$ cat config.mk
export PLATFORM = sky130hd
export DESIGN_NAME = spi_secondary_tx
export DESIGN_NICKNAME = d
export VERILOG_FILES = /design/src/rtl/spi_secondary_tx_pkg.sv /design/src/rtl/spi_secondary_tx_pin_sync.sv /design/src/rtl/spi_secondary_tx.sv
export SDC_FILE = /design/constraint.sdc
export NUM_CORES = 1
export LEC_CHECK = 0
export CAP_MARGIN = 0
export CORE_MARGIN = 4
export CORE_UTILIZATION = 50
export CTS_BUF_LIST = sky130_fd_sc_hd__clkbuf_8
export CTS_CLUSTER_DIAMETER = 30
export DETAILED_ROUTE_END_ITERATION = 12
export PLACE_DENSITY = 0.74
export SLEW_MARGIN = 0
export SYNTH_ARGS = -nofsm -noshare
export SYNTH_HDL_FRONTEND = slang
export SYNTH_SLANG_ARGS = --single-unit
$ cat constraint.sdc
create_clock -name clk -period 2.5 [get_ports clk]
set_clock_uncertainty 0.2 [all_clocks]
set_input_delay 0.625 -clock clk [delete_from_list [all_inputs] [get_ports clk]]
set_output_delay 0.625 -clock clk [all_outputs]
set_load 0.005 [all_outputs]
$ cat src/rtl/spi_secondary_tx_pkg.sv
// Shared constants and state encoding for the SPI secondary transmit/receive pair.
// The receiver reuses SPI_WORD_WIDTH so both directions agree on the word size.
package spi_secondary_tx_pkg;

  localparam int SPI_WORD_WIDTH = 8;
  localparam logic [SPI_WORD_WIDTH-1:0] SPI_IDLE_WORD = 8'hFF;

  typedef enum logic [1:0] {
    ST_IDLE   = 2'd0,
    ST_SHIFT  = 2'd1,
    ST_RELOAD = 2'd2
  } tx_state_e;

endpackage

$ cat src/rtl/spi_secondary_tx_pin_sync.sv
// spi_pin_sync: N-stage synchroniser for an asynchronous pin, with single-cycle
// rise/fall pulses derived from the synchronised level and one history flop.
module spi_pin_sync #(
  parameter int   STAGES      = 2,
  parameter logic RESET_LEVEL = 1'b0
) (
  input  logic clk,
  input  logic rst_n,
  input  logic i_pin,
  output logic o_rise,
  output logic o_fall
);

  logic [STAGES-1:0] r_sync;
  logic              r_hist;
  logic              w_level;

  always_ff @(posedge clk or negedge rst_n) begin
    if (!rst_n) begin
      r_sync <= {STAGES{RESET_LEVEL}};
      r_hist <= RESET_LEVEL;
    end else begin
      r_sync <= {r_sync[STAGES-2:0], i_pin};
      r_hist <= r_sync[STAGES-1];
    end
  end

  assign w_level = r_sync[STAGES-1];
  assign o_rise  = w_level & ~r_hist;
  assign o_fall  = ~w_level & r_hist;

endmodule

$ cat src/rtl/spi_secondary_tx.sv
// SPI mode-0 secondary transmitter, MSB first, oversampling sck/cs in the clk domain.
// Define SPI_TX_UNDERRUN_COUNT_EN to add the saturating underrun_count/underrun_clear pair.
module spi_secondary_tx
  import spi_secondary_tx_pkg::*;
#(
  parameter int                    DATA_WIDTH  = SPI_WORD_WIDTH,
  parameter logic [DATA_WIDTH-1:0] IDLE_WORD   = SPI_IDLE_WORD,
  parameter int                    SYNC_STAGES = 2
) (
  input  logic                  clk,
  input  logic                  rst_n,
  input  logic                  sck,
  input  logic                  cs,
  input  logic [DATA_WIDTH-1:0] tx_data,
  input  logic                  tx_valid,
  output logic                  tx_ready,
  output logic                  miso,
  output logic                  miso_oe,
  output logic                  word_sent,
  output logic                  underrun
`ifdef SPI_TX_UNDERRUN_COUNT_EN
  ,
  input  logic                  underrun_clear,
  output logic [7:0]            underrun_count
`endif
);

  localparam int CNT_W = (DATA_WIDTH > 1) ? $clog2(DATA_WIDTH) : 1;
  localparam logic [CNT_W-1:0] LAST_BIT = CNT_W'(DATA_WIDTH - 1);

  tx_state_e             r_state, w_state_next;
  logic [DATA_WIDTH-1:0] r_shift, w_shift_next;
  logic [CNT_W-1:0]      r_bit_cnt, w_bit_cnt_next;
  logic                  r_miso, w_miso_next;
  logic                  r_miso_oe, w_miso_oe_next;
  logic                  r_word_sent, w_word_sent_next;
  logic                  r_underrun, w_underrun_next;
  logic [DATA_WIDTH-1:0] r_hold;
  logic                  r_hold_full;
  logic                  w_load;
  logic                  w_write;
  logic [DATA_WIDTH-1:0] w_load_word;
  logic                  w_sck_rise, w_sck_fall, w_cs_rise, w_cs_fall;

  spi_pin_sync #(.STAGES(SYNC_STAGES), .RESET_LEVEL(1'b0)) u_sck_sync (
    .clk    (clk),
    .rst_n  (rst_n),
    .i_pin  (sck),
    .o_rise (w_sck_rise),
    .o_fall (w_sck_fall)
  );

  spi_pin_sync #(.STAGES(SYNC_STAGES), .RESET_LEVEL(1'b1)) u_cs_sync (
    .clk    (clk),
    .rst_n  (rst_n),
    .i_pin  (cs),
    .o_rise (w_cs_rise),
    .o_fall (w_cs_fall)
  );

  assign w_write     = tx_valid & ~r_hold_full;
  assign w_load_word = r_hold_full ? r_hold : IDLE_WORD;

  // cs_rise overrides everything; a load in IDLE or RELOAD shares one path.
  always_comb begin
    w_state_next     = r_state;
    w_shift_next     = r_shift;
    w_bit_cnt_next   = r_bit_cnt;
    w_miso_next      = r_miso;
    w_miso_oe_next   = r_miso_oe;
    w_word_sent_next = 1'b0;
    w_underrun_next  = 1'b0;
    w_load           = 1'b0;
    if (w_cs_rise) begin
      w_state_next   = ST_IDLE;
      w_bit_cnt_next = '0;
      w_miso_oe_next = 1'b0;
      w_miso_next    = 1'b1;
    end else begin
      case (r_state)
        ST_IDLE: begin
          w_miso_next    = 1'b1;
          w_miso_oe_next = 1'b0;
          if (w_cs_fall) w_load = 1'b1;
        end
        ST_SHIFT: begin
          if (w_sck_rise) begin
            w_bit_cnt_next = r_bit_cnt + 1'b1;
            if (r_bit_cnt == LAST_BIT) begin
              w_word_sent_next = 1'b1;
              w_state_next     = ST_RELOAD;
            end
          end else if (w_sck_fall) begin
            w_shift_next = r_shift << 1;
            w_miso_next  = r_shift[DATA_WIDTH-2];
          end
        end
        ST_RELOAD: begin
          if (w_sck_fall) w_load = 1'b1;
        end
        default: w_state_next = ST_IDLE;
      endcase
      if (w_load) begin
        w_shift_next    = w_load_word;
        w_miso_next     = w_load_word[DATA_WIDTH-1];
        w_bit_cnt_next  = '0;
        w_miso_oe_next  = 1'b1;
        w_underrun_next = ~r_hold_full;
        w_state_next    = ST_SHIFT;
      end
    end
  end

  always_ff @(posedge clk or negedge rst_n) begin
    if (!rst_n) r_state <= ST_IDLE;
    else        r_state <= w_state_next;
  end

  always_ff @(posedge clk or negedge rst_n) begin
    if (!rst_n) begin
      r_shift     <= '0;
      r_bit_cnt   <= '0;
      r_miso      <= 1'b1;
      r_miso_oe   <= 1'b0;
      r_word_sent <= 1'b0;
      r_underrun  <= 1'b0;
    end else begin
      r_shift     <= w_shift_next;
      r_bit_cnt   <= w_bit_cnt_next;
      r_miso      <= w_miso_next;
      r_miso_oe   <= w_miso_oe_next;
      r_word_sent <= w_word_sent_next;
      r_underrun  <= w_underrun_next;
    end
  end

  // A load only sees the occupancy from the start of the cycle, so a same-cycle write stays held.
  always_ff @(posedge clk or negedge rst_n) begin
    if (!rst_n) begin
      r_hold      <= '0;
      r_hold_full <= 1'b0;
    end else if (w_write) begin
      r_hold      <= tx_data;
      r_hold_full <= 1'b1;
    end else if (w_load) begin
      r_hold_full <= 1'b0;
    end
  end

  assign tx_ready  = ~r_hold_full;
  assign miso      = r_miso;
  assign miso_oe   = r_miso_oe;
  assign word_sent = r_word_sent;
  assign underrun  = r_underrun;

`ifdef SPI_TX_UNDERRUN_COUNT_EN
  logic [7:0] r_underrun_count;

  always_ff @(posedge clk or negedge rst_n) begin
    if (!rst_n)                                         r_underrun_count <= 8'h00;
    else if (underrun_clear)                            r_underrun_count <= 8'h00;
    else if (r_underrun && (r_underrun_count != 8'hFF)) r_underrun_count <= r_underrun_count + 8'h01;
  end

  assign underrun_count = r_underrun_count;
`endif

endmodule

======== Word level (Yosys, flattened, before mapping) ========
Index checks and enable logic that the tools add are counted.
word-level totals
  register bits after elaboration ......... 31
  input port bits ......................... 13
  output and inout port bits .............. 5
  logic and storage cells ................. 82
cells by class
  add/subtract/negate cells ............... 1
  equality and inequality tests ........... 9
  muxes and demuxes ....................... 35
  bitwise logic cells ..................... 11
  reduce and logical (&&, ||, !) cells .... 13
operators by type and width
  operator               number
  $mux W7                4
  $mux W1                19
  $mux W3                4
  $reduce_bool A3 Y1     3
  $mux W2                4
  $mux W8                1
  $ne A4 B2 Y1 const B   2
  $ne A4 B3 Y1 const B   2
  $not A1 Y1             6
  $reduce_and A3 Y1      2
  $reduce_bool A2 Y1     3
  $and A1 B1 Y1          5
  $pmux W1 S2            2
  $pmux W2 S2            1
  $reduce_and A4 Y1      1
  $reduce_bool A4 Y1     1
  $add A3 B1 Y3 const B  1
  $eq A3 B3 Y1 const B   1
  $ne A3 B1 Y1 const B   1
  $eq A2 B1 Y1 const B   1
  $eq A2 B2 Y1 const B   1
  $logic_not A2 Y1       1
  $ne A2 B2 Y1 const B   1
  $reduce_and A2 Y1      1
  $reduce_or A2 Y1       1

======== Longest topological paths before layout ========
  word-level depth ........................ 8
  depth in mapped cells ................... 6
  gate-level depth less buffers ........... 5

======== Modules after synthesis ========
A second synthesis with hierarchy kept.
unflattened totals
  cell total of the unflattened synthesis .. 110
  area total of the unflattened synthesis .. 1352.5 µm²
modules (own cells, without submodules)
  module                      instances  cells an instance  area each (µm²)  sequential area each (µm²)
  spi_secondary_tx            1          100                1168.6           626.9
  spi_pin_sync at u_cs_sync   1          5                  93.8             78.8
  spi_pin_sync at u_sck_sync  1          5                  90.1             75.1

======== Worst setup path before layout ========
OpenSTA, ideal clock, no wires.
  path type ............................... reg2reg
  from .................................... reg u_cs_sync.r_hist
  to ...................................... reg r_miso (netlist: miso)
  library setup time ...................... 0.080 ns
  data arrival time ....................... 1.560 ns
  data required time ...................... 2.220 ns
  path slack .............................. 0.660 ns
  stages on the path, launching flop included .. 5
  path buffers ............................ 0
  period minus slack after synthesis ...... 1.840 ns
  path through ............................ dfstp_2 or3b_4 o221a_1 or3_1 a32o_1
between the ends
  cells in the longest elaborated chain, start to end .. 6
  elaborated cells between the ends (all ways) .. 12
  those cells by class .................... eq/ne (2); mux (5); bitwise (3); reduce/logical (2)
ends and longest elaborated chain
  element                                                        line                             source
  from (decl)                                                    spi_secondary_tx_pin_sync.sv:15  logic r_hist;
  from (signal assigned)                                         spi_secondary_tx_pin_sync.sv:24  r_hist <= r_sync[STAGES-1];
  $and A1 B1 Y1                                                  spi_secondary_tx_pin_sync.sv:30  assign o_fall = ~w_level & r_hist;
  $mux W1                                                        spi_secondary_tx.sv:84           if (w_cs_fall) w_load = 1'b1;
  $pmux W1 S2                                                    spi_secondary_tx.sv:80           case (r_state)
  $mux W1                                                        spi_secondary_tx.sv:74           if (w_cs_rise) begin
  $ne A4 B3 Y1 (no source line), or another cell as far along    --
  $reduce_and A3 Y1 (no source line) or $mux W1 (tied branches)  --
  to (signal assigned)                                           spi_secondary_tx.sv:130          r_miso <= w_miso_next;
  to (decl)                                                      spi_secondary_tx.sv:34           logic r_miso, w_miso_next;
Parallel ways exist; a longest one is shown, timed or not. The select of a mux whose other input is x is not followed.
A chain may end at the register's enable or synchronous reset.

======== Final worst setup path ========
  from .................................... reg r_miso (netlist: miso)
  to ...................................... out miso
RTL lines
  element    line                    source
  to (decl)  spi_secondary_tx.sv:17  output logic miso,
No word-level cell between the ends.

==> flow_summary.ini <==
[floorplanning]
ios = 18
die_w_um = 59.7
die_h_um = 59.7
num_rows = 18
fp.dieArea_um2 = 3560
core_um2 = 2520
initial_core_util = 0.530

[synth]
synth_seq_cells = 31
syn_area_um2 = 1340
async_reset_ff_frac = 1.00
ys_types = 36
synth_edf_count = 0
synthFlopType = dfrtp_1
synth-seq-area-share = 0.584
yosys.area.top_type = dfrtp_1
syn_avg_cell_area_um2 = 12.1
yosysTopAreaCellShare = 0.506
synth_warnings = 0
synthCells = 110
synth_nets = 125
synthTopCellsByArea = dfrtp_1 (51%), dfstp_2 (7.9%), mux2_2 (6.7%)

[critical_path]
critPathKind = flop to output pin
crit_family = flip-flops
arrival_ns = 1.29
cpPeakStageDelay_ns = 0.53
end_kind = output pin
slowest_stage = dfstp_2
crit_chain = clkdlybuf4s50_1
crit_fanout = 2
crit_required_ns = 1.67
crit_buf_inv = 1
startpoint_type = flop

[clock_tree]
h-tree-depth = 2
insertion_delay_ns = 0.28
post_cts_buffers = 0
clockBufferDepth = 2
cts_made_buffers = 5
holdBufCountCts = 0
cts_sinks = 31
clock-root-buffer = clkbuf_8
path_clk_slew_ns = 0.06
tritoncts = yes
cts_resized = 0

[grt]
grt_max_degree = 32
track_usage = 0.151
grt_pass1_wl_um = 4020
grt_pass1_vias = 900
overflow = 0
antenna_found_initial = 0

[placement]
placedCellCount = 153
io_buffers = 17
dpl.hpwl_um = 1560
post_dp_cell_area_um2 = 1530
place.gp.congestion = 0.820

[final_layout]
area_growth_pct = 23.1
final_common_cell = dfrtp_1
layout-drive-gt1-share = 0.214
mostFrequentLayoutCells = dfrtp_1 (27), clkdlybuf4s50_1 (17), nand2_1 (9), mux2_2 (8), o21ai_0 (8)
fin_cells = 161
fin_nets = 145
n_antenna_cell = 0
finish.instance_area_um2 = 1650

[route]
drc = 0
drt-total-wl_um = 2300
vias = 890
antenna_left = 0
routedWlPerCell_um = 14.3
drt_iter0_markers = 19
vias_per_cell = 5.53
drt-pass1-iter-count = 4

[job]
max-cap-violations = 0

[sta]
period_share = 0.845
period_needed_ns = 2.11
finalSetupTns_ns = 0
setup_viol = 0
tightestPinTransition_ns = 0.492
clock.fmax_mhz = 473
slew_headroom = 0.672
hold_viol = 0
rsz0062_at_grt = no
slew_violations = 0
holdWs_ns = 0.149

[hold_path]
hold_path.class = flop to flop

[pwr]
peakVddDrop_uv = 774
p_leak_nw = 0.711
p_per_area_nw_per_um2 = 961

[status]
status = completed
## through the flow
| stage | power, W | worst slack (ns) | util |
|---|---|---|---|
| final | 0.00158 | 0.386 | 0.652 |
| after global routing | 0.00167 | 0.351 | 0.652 |
| after CTS | 0.00160 | 0.370 | 0.652 |
| after detailed placement | 0.00109 | 0.443 | 0.606 |
| after global placement | 0.00107 | 0.467 | 0.606 |
| after floorplan | 0.000962 | 0.660 | - |
## final timing paths
check | start | endpoint | slack, ns | depth (start not counted)
max | miso | miso | 0.39 | 1
min | u_sck_sync.r_sync[0] | u_sck_sync.r_sync[1] | 0.15 | 0
max reg2reg | u_cs_sync.r_hist | r_shift[4] | 0.49 | 4
min reg2reg | u_sck_sync.r_sync[0] | u_sck_sync.r_sync[1] | 0.15 | 0
max in group asynchronous | rst_n | u_cs_sync.r_sync[1] | 1.25 | 2
min in group asynchronous | rst_n | r_state[0] | 0.53 | 2
## layout make-up
cell class	instances	area [um2]
clock buffer	6	82.6
clock inverter	2	35.0
fill	205	877
inverter	2	7.51
multi-input combinational	71	517
sequential	31	781
tap	30	37.5
timing repair buffer	19	185
## logic make-up (layout without fill, tap and decap cells)
kind of cell / Yosys count / count (layout) / synth area share
XOR/XNOR: 2 / 2 / 0.0131
flip-flops: 31 / 31 / 0.584
AND/OR/NAND/NOR: 33 / 33 / 0.136
multiplexers: 10 / 10 / 0.0824
adder cells (fa/ha/maj): 3 / 3 / 0.0262
buffers and inverters: 8 / 29 / 0.0290
AO/OA/AOI/OAI: 23 / 23 / 0.129
## flip-flops by register name, summed over array words and instances (netlist names)
register           count
r_shift                7
u_cs_sync.r_sync       2
r_bit_cnt              3
r_hold                 8
u_cs_sync.r_hist       1
r_hold_full            1
miso_oe                1
r_state                2
underrun               1
word_sent              1
miso                   1
u_sck_sync.r_hist      1
u_sck_sync.r_sync      2
## per-layer routing
metal	vias up	part of all wire	track usage
li1	435	-	-
met1	429	0.47	0.205
met2	20	0.46	0.228
met3	6	0.056	0.0389
met4	0	0.017	0.0665
met5	-	0	0
## report_power, final
part | total, W | internal (W) | switching, W
clock network | 0.000500 | 0.000322 | 0.000178
registers | 0.000754 | 0.000656 | 0.0000983
logic | 0.000326 | 0.000189 | 0.000137
## synth_stat cells (2+ instances only)
cell	count
nor2_1	6
and3b_1	2
o32ai_1	6
o21ai_0	8
dfrtp_1	27
nor3_1	3
mux2i_1	2
clkbuf_1	4
dfstp_2	4
mux2_2	8
inv_1	2
xnor2_1	2
nand2b_1	2
ha_1	2
nor2b_1	3
nand2_1	9
Power figures use the tool's default switching activity.
